File: src/rtl/controlador_7seg_pkg.sv
// -----------------------------------------------------------------------------
// controlador_7seg_pkg
// Shared constants for the multiplexed seven-segment driver:
//   - active-low hex font, segment order {g,f,e,d,c,b,a}
//   - blank pattern and "all anodes off" pattern
//   - default refresh divider (1 kHz digit rate at 50 MHz)
//   - helper that turns a digit index into its one-hot-low anode pattern
// -----------------------------------------------------------------------------
package controlador_7seg_pkg;

    localparam int DIV_REFRESCO_DEF = 50000;

    localparam logic [6:0] SEG_0 = 7'h40;
    localparam logic [6:0] SEG_1 = 7'h79;
    localparam logic [6:0] SEG_2 = 7'h24;
    localparam logic [6:0] SEG_3 = 7'h30;
    localparam logic [6:0] SEG_4 = 7'h19;
    localparam logic [6:0] SEG_5 = 7'h12;
    localparam logic [6:0] SEG_6 = 7'h02;
    localparam logic [6:0] SEG_7 = 7'h78;
    localparam logic [6:0] SEG_8 = 7'h00;
    localparam logic [6:0] SEG_9 = 7'h10;
    localparam logic [6:0] SEG_A = 7'h08;
    localparam logic [6:0] SEG_B = 7'h03;  // lowercase b
    localparam logic [6:0] SEG_C = 7'h46;
    localparam logic [6:0] SEG_D = 7'h21;  // lowercase d
    localparam logic [6:0] SEG_E = 7'h06;
    localparam logic [6:0] SEG_F = 7'h0E;

    localparam logic [6:0] SEG_APAGADO = 7'h7F;
    localparam logic [3:0] ANODOS_OFF  = 4'b1111;

    // One-hot-low anode enable for digit idx (bit 0 = least significant digit).
    function automatic logic [3:0] anodo_activo(input logic [1:0] idx);
        return ~(4'b0001 << idx);
    endfunction

endpackage

File: src/rtl/controlador_7seg_decodificador.sv
// -----------------------------------------------------------------------------
// decodificador_hex_7seg
// Purely combinational hex-to-seven-segment decoder, active-low outputs.
//   nibble    in  4 : hex digit 0..F
//   segmentos out 7 : {g,f,e,d,c,b,a}, 0 = segment lit
// -----------------------------------------------------------------------------
module decodificador_hex_7seg
    import controlador_7seg_pkg::*;
(
    input  logic [3:0] nibble,
    output logic [6:0] segmentos
);

    always_comb begin
        segmentos = SEG_APAGADO;
        unique case (nibble)
            4'h0: segmentos = SEG_0;
            4'h1: segmentos = SEG_1;
            4'h2: segmentos = SEG_2;
            4'h3: segmentos = SEG_3;
            4'h4: segmentos = SEG_4;
            4'h5: segmentos = SEG_5;
            4'h6: segmentos = SEG_6;
            4'h7: segmentos = SEG_7;
            4'h8: segmentos = SEG_8;
            4'h9: segmentos = SEG_9;
            4'hA: segmentos = SEG_A;
            4'hB: segmentos = SEG_B;
            4'hC: segmentos = SEG_C;
            4'hD: segmentos = SEG_D;
            4'hE: segmentos = SEG_E;
            4'hF: segmentos = SEG_F;
            default: segmentos = SEG_APAGADO;
        endcase
    end

endmodule

File: src/rtl/controlador_7seg.sv
// -----------------------------------------------------------------------------
// controlador_7seg
// Scans a 4-digit common-anode display showing `numero` in hex.
//   clk            in   1 : system clock, rising edge
//   reset          in   1 : asynchronous, active-high
//   numero         in  16 : value to display
//   suprimir_ceros in   1 : 1 = blank leading zero digits (digit 0 never blank)
//   punto_en       in   4 : decimal point request per digit
//   anodos         out  4 : digit enables, active-low, bit 0 = LS digit
//   segmentos      out  7 : {g,f,e,d,c,b,a}, active-low
//   punto          out  1 : decimal point, active-low
// The inputs are snapshotted once per frame (at the edge that selects digit 0)
// so a mid-frame change of `numero` never produces a torn display.
// -----------------------------------------------------------------------------
module controlador_7seg
    import controlador_7seg_pkg::*;
#(
    parameter int CANT_BITS    = 16,
    parameter int DIV_REFRESCO = DIV_REFRESCO_DEF
) (
    input  logic                 clk,
    input  logic                 reset,
    input  logic [CANT_BITS-1:0] numero,
    input  logic                 suprimir_ceros,
    input  logic [3:0]           punto_en,
    output logic [3:0]           anodos,
    output logic [6:0]           segmentos,
    output logic                 punto
);

    localparam int CW = $clog2(DIV_REFRESCO);
    localparam logic [CW-1:0] CUENTA_MAX = CW'(DIV_REFRESCO - 1);

    // State
    logic [CW-1:0]        contador_q, contador_d;
    logic [1:0]           indice_q, indice_d;
    logic [CANT_BITS-1:0] copia_q, copia_d;
    logic                 copia_sup_q, copia_sup_d;
    logic [3:0]           copia_pto_q, copia_pto_d;
    logic [3:0]           anodos_q, anodos_d;
    logic [6:0]           segmentos_q, segmentos_d;
    logic                 punto_q, punto_d;

    // Datapath
    logic                 tick;
    logic                 inicio_cuadro;
    logic [CANT_BITS-1:0] num_sel;
    logic                 sup_sel;
    logic [3:0]           pto_sel;
    logic [3:0]           nibble;
    logic [6:0]           seg_fuente;
    logic [3:0]           nib_cero;
    logic [3:0]           ceros_arriba;
    logic                 blanco;

    assign tick          = (contador_q == CUENTA_MAX);
    assign inicio_cuadro = tick && (indice_d == 2'd0);

    // Digit 0 is shown on the very edge that takes the snapshot, so it must
    // read the live inputs; the remaining digits read the frozen copy.
    assign num_sel = inicio_cuadro ? numero         : copia_q;
    assign sup_sel = inicio_cuadro ? suprimir_ceros : copia_sup_q;
    assign pto_sel = inicio_cuadro ? punto_en       : copia_pto_q;

    assign nibble = num_sel[{indice_d, 2'b00} +: 4];

    decodificador_hex_7seg u_deco (
        .nibble    (nibble),
        .segmentos (seg_fuente)
    );

    // ceros_arriba[i] = nibbles i..3 are all zero (leading-zero run reaches i).
    always_comb begin
        nib_cero     = '0;
        ceros_arriba = '0;
        for (int i = 0; i < 4; i++) begin
            nib_cero[i] = (num_sel[4*i +: 4] == 4'h0);
        end
        ceros_arriba[3] = nib_cero[3];
        for (int i = 2; i >= 0; i--) begin
            ceros_arriba[i] = nib_cero[i] && ceros_arriba[i+1];
        end
    end

    assign blanco = sup_sel && (indice_d != 2'd0) && ceros_arriba[indice_d];

    always_comb begin
        contador_d  = tick ? '0 : contador_q + CW'(1);
        indice_d    = tick ? indice_q + 2'd1 : indice_q;
        copia_d     = copia_q;
        copia_sup_d = copia_sup_q;
        copia_pto_d = copia_pto_q;
        anodos_d    = anodos_q;
        segmentos_d = segmentos_q;
        punto_d     = punto_q;

        if (inicio_cuadro) begin
            copia_d     = numero;
            copia_sup_d = suprimir_ceros;
            copia_pto_d = punto_en;
        end

        if (tick) begin
            anodos_d    = anodo_activo(indice_d);
            segmentos_d = blanco ? SEG_APAGADO : seg_fuente;
            punto_d     = ~pto_sel[indice_d];
        end
    end

    // Index resets to 3 so the first tick lands on digit 0 and snapshots.
    always_ff @(posedge clk or posedge reset) begin
        if (reset) begin
            contador_q  <= '0;
            indice_q    <= 2'd3;
            copia_q     <= '0;
            copia_sup_q <= 1'b0;
            copia_pto_q <= 4'b0000;
            anodos_q    <= ANODOS_OFF;
            segmentos_q <= SEG_APAGADO;
            punto_q     <= 1'b1;
        end else begin
            contador_q  <= contador_d;
            indice_q    <= indice_d;
            copia_q     <= copia_d;
            copia_sup_q <= copia_sup_d;
            copia_pto_q <= copia_pto_d;
            anodos_q    <= anodos_d;
            segmentos_q <= segmentos_d;
            punto_q     <= punto_d;
        end
    end

    assign anodos    = anodos_q;
    assign segmentos = segmentos_q;
    assign punto     = punto_q;

endmodule

File: config.mk
export PLATFORM = sky130hd
export DESIGN_NAME = controlador_7seg
export DESIGN_NICKNAME = d
export VERILOG_FILES = /design/src/rtl/controlador_7seg_pkg.sv /design/src/rtl/controlador_7seg_decodificador.sv /design/src/rtl/controlador_7seg.sv
export SDC_FILE = /design/constraint.sdc
export NUM_CORES = 1
export LEC_CHECK = 0
export CAP_MARGIN = 15
export CORE_MARGIN = 2
export CORE_UTILIZATION = 50
export CTS_CLUSTER_DIAMETER = 120
export DETAILED_ROUTE_END_ITERATION = 8
export PLACE_DENSITY = 0.78
export SKIP_CTS_REPAIR_TIMING = 1
export SLEW_MARGIN = 30
export SYNTH_ARGS = -nofsm -noshare
export SYNTH_HDL_FRONTEND = slang
export SYNTH_SLANG_ARGS = --single-unit
File: constraint.sdc
create_clock -name clk -period 2.8 [get_ports clk]
set_input_delay 0.84 -clock clk [delete_from_list [all_inputs] [get_ports clk]]
set_output_delay 0.84 -clock clk [all_outputs]
set_load 0.005 [all_outputs]
==> metrics.csv, run 1 <==
metric;value;unit
status;completed;
Fin. Hold Viols;0;
Critical Path Source Type;register;
Logic pwr share;9.2;%
Nets;299;
Syn Area/Cell;11.8;µm²
Max-slew headroom;65.3;%
max-slew violations;0;
Die X;77.1;µm
commonest non-fill, non-tap cells in the layout;dfrtp_1 (36), clkdlybuf4s50_1 (34), mux2_2 (24);
peak supply drop;285;µV
fin cells;340;
Compound-Gate Fraction of Synth Area;7.97;%
Residual DRC;0;
Int Power;1.01;mW
DRT iter0 DRCs;103;
total wire length;4.73;mm
Die ar.;0.00594;mm²
share of layout cells above drive strength 1;28.1;%
clk buf depth;2;
CP delay by family, top;compound AO/OA/AOI/OAI gates;
Port Buffers;34;
CP Cell Sequence;ha_1, and3_2, and4_4, buf_4, xnor2_4, o21a_2, inv_1, ha_1, mux2i_1, nor2_1, o32a_1;
Worst path depth;11;
top_reg_cell synth;dfrtp_1;
Netlist cell types;46;
Ports;35;
CP Max Fanout;6;
most frequent CP cell;ha_1;
Layout area overhead;20.8;%
R2R cell count;11;
fill count;463;
Sequential Power Share;57.9;%
clk_lat worst skew;0.30;ns
post-synthesis xor/xnor area fraction;5.95;%
vias in the first global route;1760;
DR vias/cell;5.30;
largest family of logic cells by synthesized area;multiplexers;
commonest non-fill, non-tap cell in the layout;dfrtp_1;
Initial Utilization;51.9;%
TritonCTS Buffers;5;
Post-DRT Antenna Nets;0;
root buf cell;clkbuf_8;
fmax;0.376;GHz
syn_nets;257;
Synth async-reset ratio;100;%
H-tree levels;2;
drt wl/cell;13.9;µm
CP arrival;2.89;ns
placed insts;332;
Reg area;0.00127;mm²
RSZ-0062 raised after global routing;yes;
worst path bufs/invs;2;
crit end category;register;
mux cell area share after synthesis;16.8;%
Slew @ Worst Pin;0.520;ns
multi-input logic area;0.00130;mm²
die height;77.1;µm
warnings from Yosys;0;
CP Class;reg2reg;
Psw;0.287;mW
# diodes;0;
CTS tree;yes;
Total GRT Usage;17.7;%
Vias;1802;
Worst-path clk slew;0.08;ns
Post-Synth Adder-Cell Area;3.28;%
mapped cell area;0.00267;mm²
Pre-antenna DRT Iters;4;
Min Clock Period, post-route;2.66;ns
grt total ovfl;0;
Synth Instances;227;
core box area;0.00514;mm²
final setup vio count;0;
Power Dens Cells;401;mW/mm²
clock skew;0.00238;ns
DP HPWL;3.54;mm
sequential area share after synthesis;47.5;%
first-pass GRT wire length;8.33;mm
fin crit share;95.0;%
Sw Share;22.2;%
Final GP Congestion;0.858;
clock sinks;50;
Synth Register Bits;50;
clock network power share;32.8;%
WP data required;3.03;ns
max_cap viols;0;
antenna violations before repair;0;
max incr delay on CP;0.40;ns
Row Count;26;
Simple-Gate Fraction of Synth Area;14.5;%
largest net degree at the start of global routing;28;
Pwr Total;1.29;mW
leakage power;1.33;nW
Cells on Worst Hold Path;1;
Post-synth EDFFs;0;
Worst Hold Class;reg2reg;
slowest cell on the critical path;dfrtp_1;
cell usage after synthesis, types with 2 or more instances:
cell type  instances  share of area (%)
nand2b_1           7                1.6
mux2i_1            7                2.6
mux2_2            24                 10
ha_1               7                3.3
dfrtp_1           36                 34
o21ai_2            2               0.66
dfstp_2           14                 14
clkbuf_1           5               0.70
a211oi_1           2               0.56
nand2_1           15                2.1
a21oi_1            5               0.94
nor4_1             4               0.94
inv_1              8                1.1
and3_1             4               0.94
nor3b_1            2               0.56
o21a_1             2               0.56
mux4_2             3                2.5
or3_1              2               0.47
nor2_1            22                3.1
xnor2_1           11                3.6
o21ai_0            2               0.37
nand3_1            9                1.7
buf_6              3                1.3
o32a_1             3                1.1
xor2_1             4                1.3
o22a_1             2               0.66
buf_2              3               0.56
area by class of cell:
cell class                      count  share of cell area (%)
Clock buffer                        7                    2.68
Sequential cell                    50                    39.3
Timing Repair Buffer               47                    14.0
Inverter                            8                   0.931
Tap cell                           70                    2.72
Multi-Input combinational cell    157                    40.2
Clock inverter                      1                   0.155
through the flow:
stage               TNS, ns  setup WS (ns)  cell area [µm²]  utilization [%]  hold WS [ns]
finish                    0          0.141             3230             62.8         0.460
global placement     -0.329        -0.0964             3130             61.0         0.448
detailed placement   -0.568         -0.152             3130             61.0         0.453
global route        -0.0194        -0.0194             3230             62.8         0.483
floorplan                 0          0.147             2670                -         0.433
CTS                 -0.0921        -0.0351             3220             62.7         0.465
power by group through the flow:
stage | Clock [mW] | Sequential [mW] | Combinational (mW)
floorplan | 0 | 0.758 | 0.0670
global placement | 0 | 0.761 | 0.117
detailed placement | 0 | 0.762 | 0.121
CTS | 0.443 | 0.749 | 0.121
global route | 0.474 | 0.751 | 0.134
finish | 0.425 | 0.749 | 0.119
per-layer routing:
metal	track usage (%)	share of wire [%]	vias to the layer above
li1	-	-	882
met1	23.2	47	875
met2	28.5	48	35
met3	4.94	3.7	10
met4	5.71	1.6	0
met5	0	0	-
worst paths after layout:
path	from	endpoint	slack, ns
min reg2reg	contador_q[0]	contador_q[0]	0.46
min	contador_q[0]	contador_q[0]	0.46
max	contador_q[0]	segmentos[5]	0.14
max in group asynchronous	reset	segmentos[2]	1.32
max reg2reg	contador_q[0]	segmentos[5]	0.14
min in group asynchronous	reset	copia_q[6]	0.89
cell families (layout without fill, tap and decap cells):
| group | Yosys count | in the layout |
|---|---|---|
| xor+xnor | 16 | 16 |
| fa+ha+maj | 7 | 7 |
| simple gates | 74 | 74 |
| compound gates | 24 | 24 |
| mux | 36 | 36 |
| buf+inv | 20 | 63 |
| flops | 50 | 50 |
registers in the layout (all words and copies together), names as in the netlist:
signal,count
copia_q,16
copia_sup_q,1
indice_q,2
punto,1
copia_pto_q,3
segmentos,7
anodos,4
contador_q,16
(Power assumes the default switching activity.)
==> run 2: changes to the inputs <==
--- a/config.mk
+++ b/config.mk
@@ -16,3 +16,4 @@
 export SYNTH_ARGS = -nofsm -noshare
 export SYNTH_HDL_FRONTEND = slang
 export SYNTH_SLANG_ARGS = --single-unit
+export TNS_END_PERCENT = 5
==> constraint.sdc (replaced) <==
create_clock -name clk -period 2.3 [get_ports clk]
set_input_delay 0.69 -clock clk [delete_from_list [all_inputs] [get_ports clk]]
set_output_delay 0.69 -clock clk [all_outputs]
set_load 0.005 [all_outputs]
==> run 2 against run 1 <==
The flow now finishes with violations (negative setup slack). Fmax rose by 4.2%. Clock skew about the same. First-iteration DRC count is 7.8% lower. Worst hold slack gained 0.052 ns. Largest cell class unchanged. Power is 22% higher.
==> metrics.csv, run 2 (synthesized netlist as in run 1, its figures left out) <==
metric;value;unit;change
FF-to-FF Start;contador_q[7];;was contador_q[0]
commonest non-fill, non-tap cells in the layout;buf_4 (37), dfrtp_1 (36), clkdlybuf4s50_1 (34);;was dfrtp_1 (36), clkdlybuf4s50_1 (34), mux2_2 (24)
first-pass GRT wire length;8.62;mm;was 8.33 mm
# diodes;0;;unchanged
antenna violations before repair;0;;unchanged
Critical Path Source Type;register;;unchanged
clock sinks;50;;unchanged
Pre-antenna DRT Iters;4;;unchanged
CP Class;reg2reg;;unchanged
TritonCTS Buffers;5;;unchanged
die height;77.1;µm;unchanged
fmax;0.392;GHz;was 0.376 GHz
Die X;77.1;µm;unchanged
Reg area;0.00127;mm²;unchanged
max incr delay on CP;0.52;ns;was 0.40 ns
Initial Utilization;51.9;%;unchanged
crit end category;register;;unchanged
fill count;427;;was 463
clk buf depth;2;;unchanged
DRT iter0 DRCs;95;;was 103
final setup vio count;8;;was 0
root buf cell;clkbuf_8;;unchanged
H-tree levels;2;;unchanged
Residual DRC;0;;unchanged
CP delay by family, top;simple AND/OR/NAND/NOR gates;;was compound AO/OA/AOI/OAI gates
multi-input logic area;0.00137;mm²;was 0.00130 mm²
Cells on Worst Hold Path;1;;unchanged
fin area;0.00350;mm²;was 0.00323 mm²
CP Cell Sequence;nor4_2, and4_4, mux4_2, o21a_4, ha_2, mux2i_1, nor2_1, o32a_1;;was ha_1, and3_2, and4_4, buf_4, xnor2_4, o21a_2, inv_1, ha_1, mux2i_1, nor2_1, o32a_1
Worst-path clk slew;0.09;ns;was 0.08 ns
met1 wire length;2.34;mm;was 2.20 mm
status;complete, but fails checks;;was completed
CP arrival;2.79;ns;was 2.89 ns
vias in the first global route;1899;;was 1760
wire length on met3;157;µm;was 177 µm
failing checks;negative setup slack;;
reg2reg setup slack;-0.25;ns;was 0.14 ns
Total GRT Usage;18.1;%;was 17.7%
Power Dens Cells;450;mW/mm²;was 401 mW/mm²
DR vias/cell;5.24;;was 5.30
share of layout cells above drive strength 1;38.2;%;was 28.1%
Row Count;26;;unchanged
drt wl/cell;13.7;µm;was 13.9 µm
core box area;0.00514;mm²;unchanged
Die ar.;0.00594;mm²;unchanged
RSZ-0062 raised after global routing;yes;;unchanged
leakage power;1.46;nW;was 1.33 nW
total wire length;5.00;mm;was 4.73 mm
DP HPWL;3.73;mm;was 3.54 mm
Post-DRT Antenna Nets;0;;unchanged
Ports;35;;unchanged
R2R cell count;8;;was 11
Min Clock Period, post-route;2.55;ns;was 2.66 ns
commonest non-fill, non-tap cell in the layout;buf_4;;was dfrtp_1
fin crit share;111;%;was 95.0%
max_cap viols;0;;unchanged
Top Layer Used;met4;;unchanged
Port Buffers;34;;unchanged
max-slew violations;0;;unchanged
clock skew;0.00283;ns;was 0.00238 ns
worst path bufs/invs;0;;was 2
final setup margin;-0.252;ns;was 0.141 ns
dpl ws;-0.405;ns;was -0.152 ns
clk_lat worst skew;0.30;ns;about the same
Vias;1919;;was 1802
slowest cell on the critical path;mux4_2;;was dfrtp_1
CTS tree;yes;;unchanged
Layout area overhead;31.2;%;was 20.8%
Worst Hold Class;reg2reg;;unchanged
Placed Area;0.00335;mm²;was 0.00313 mm²
Fin. Hold Viols;0;;unchanged
largest net degree at the start of global routing;36;;was 28
Nets;325;;was 299
hold_sp;copia_pto_q[1];;was contador_q[0]
met2 wire length;2.47;mm;was 2.28 mm
grt total ovfl;0;;unchanged
Hold EP;copia_pto_q[1];;was contador_q[0]
CP Max Fanout;6;;unchanged
Hold WS;0.511;ns;was 0.460 ns
Max-slew headroom;68.3;%;was 65.3%
peak supply drop;437;µV;was 285 µV
WP data required;2.53;ns;was 3.03 ns
Slew @ Worst Pin;0.476;ns;was 0.520 ns
Final GP Congestion;0.759;;was 0.858
reg2reg end;segmentos[4];;was segmentos[5]
==> run 2: cell count changes in the layout (fill, tap and decap cells not counted), sizes merged <==
cell,change
buf,+26
clkinv,+1
clkbuf,-1
==> run 2: layout make-up <==
| class | count | share of cell area [%] |
|---|---|---|
| multi-input combinational | 157 | 39.2 |
| inverter | 8 | 0.857 |
| clock inverter | 2 | 0.393 |
| clock buffer | 6 | 2.07 |
| sequential | 50 | 36.2 |
| timing repair buffer | 73 | 18.8 |
| tap | 70 | 2.50 |
==> run 2: metrics by stage <==
step | cells | util (%) | power [mW] | setup TNS [ns]
final | 366 | 68.1 | 1.58 | -1.26
after global routing | 366 | 68.1 | 1.65 | -2.09
after CTS | 364 | 66.9 | 1.59 | -2.51
after detailed placement | 356 | 65.2 | 1.08 | -2.64
after global placement | 356 | 65.2 | 1.08 | -2.37
after floorplan | 227 | - | 1.01 | -0.795
==> run 2: where the power goes <==
part | internal [mW] | total (mW) | switching (mW) | leakage [nW]
Combinational | 0.0929 | 0.161 | 0.0682 | 0.829
Sequential | 0.898 | 0.911 | 0.0133 | 0.587
Clock | 0.215 | 0.506 | 0.290 | 0.0452
==> run 2: how the worst max path moves through the flow <==
| stage | cells past startpoint | start | endpoint |
|---|---|---|---|
| global placement | 8 | numero[1] | segmentos[4] |
| floorplan | 11 | contador_q[0] | segmentos[3] |
| finish | 8 | contador_q[7] | segmentos[4] |
| detailed placement | 8 | numero[1] | segmentos[4] |
| global route | 9 | contador_q[0] | segmentos[4] |
| CTS | 10 | contador_q[7] | segmentos[5] |
==> run 2: routing by layer <==
metal / vias up / track usage (%)
li1: 933 / -
met1: 944 / 24.0
met2: 38 / 30.1
met3: 4 / 4.00
met4: 0 / 5.00
met5: - / 0
==> run 2: worst reg2reg max path: cells and delay by family, from the launching register on <==
family	cells	cell delay [ns]
and+or+nand+nor	3	0.70
muxes	2	0.68
AOI/OAI and AO/OA	2	0.49
DFF	1	0.40
adders and majority gates	1	0.22
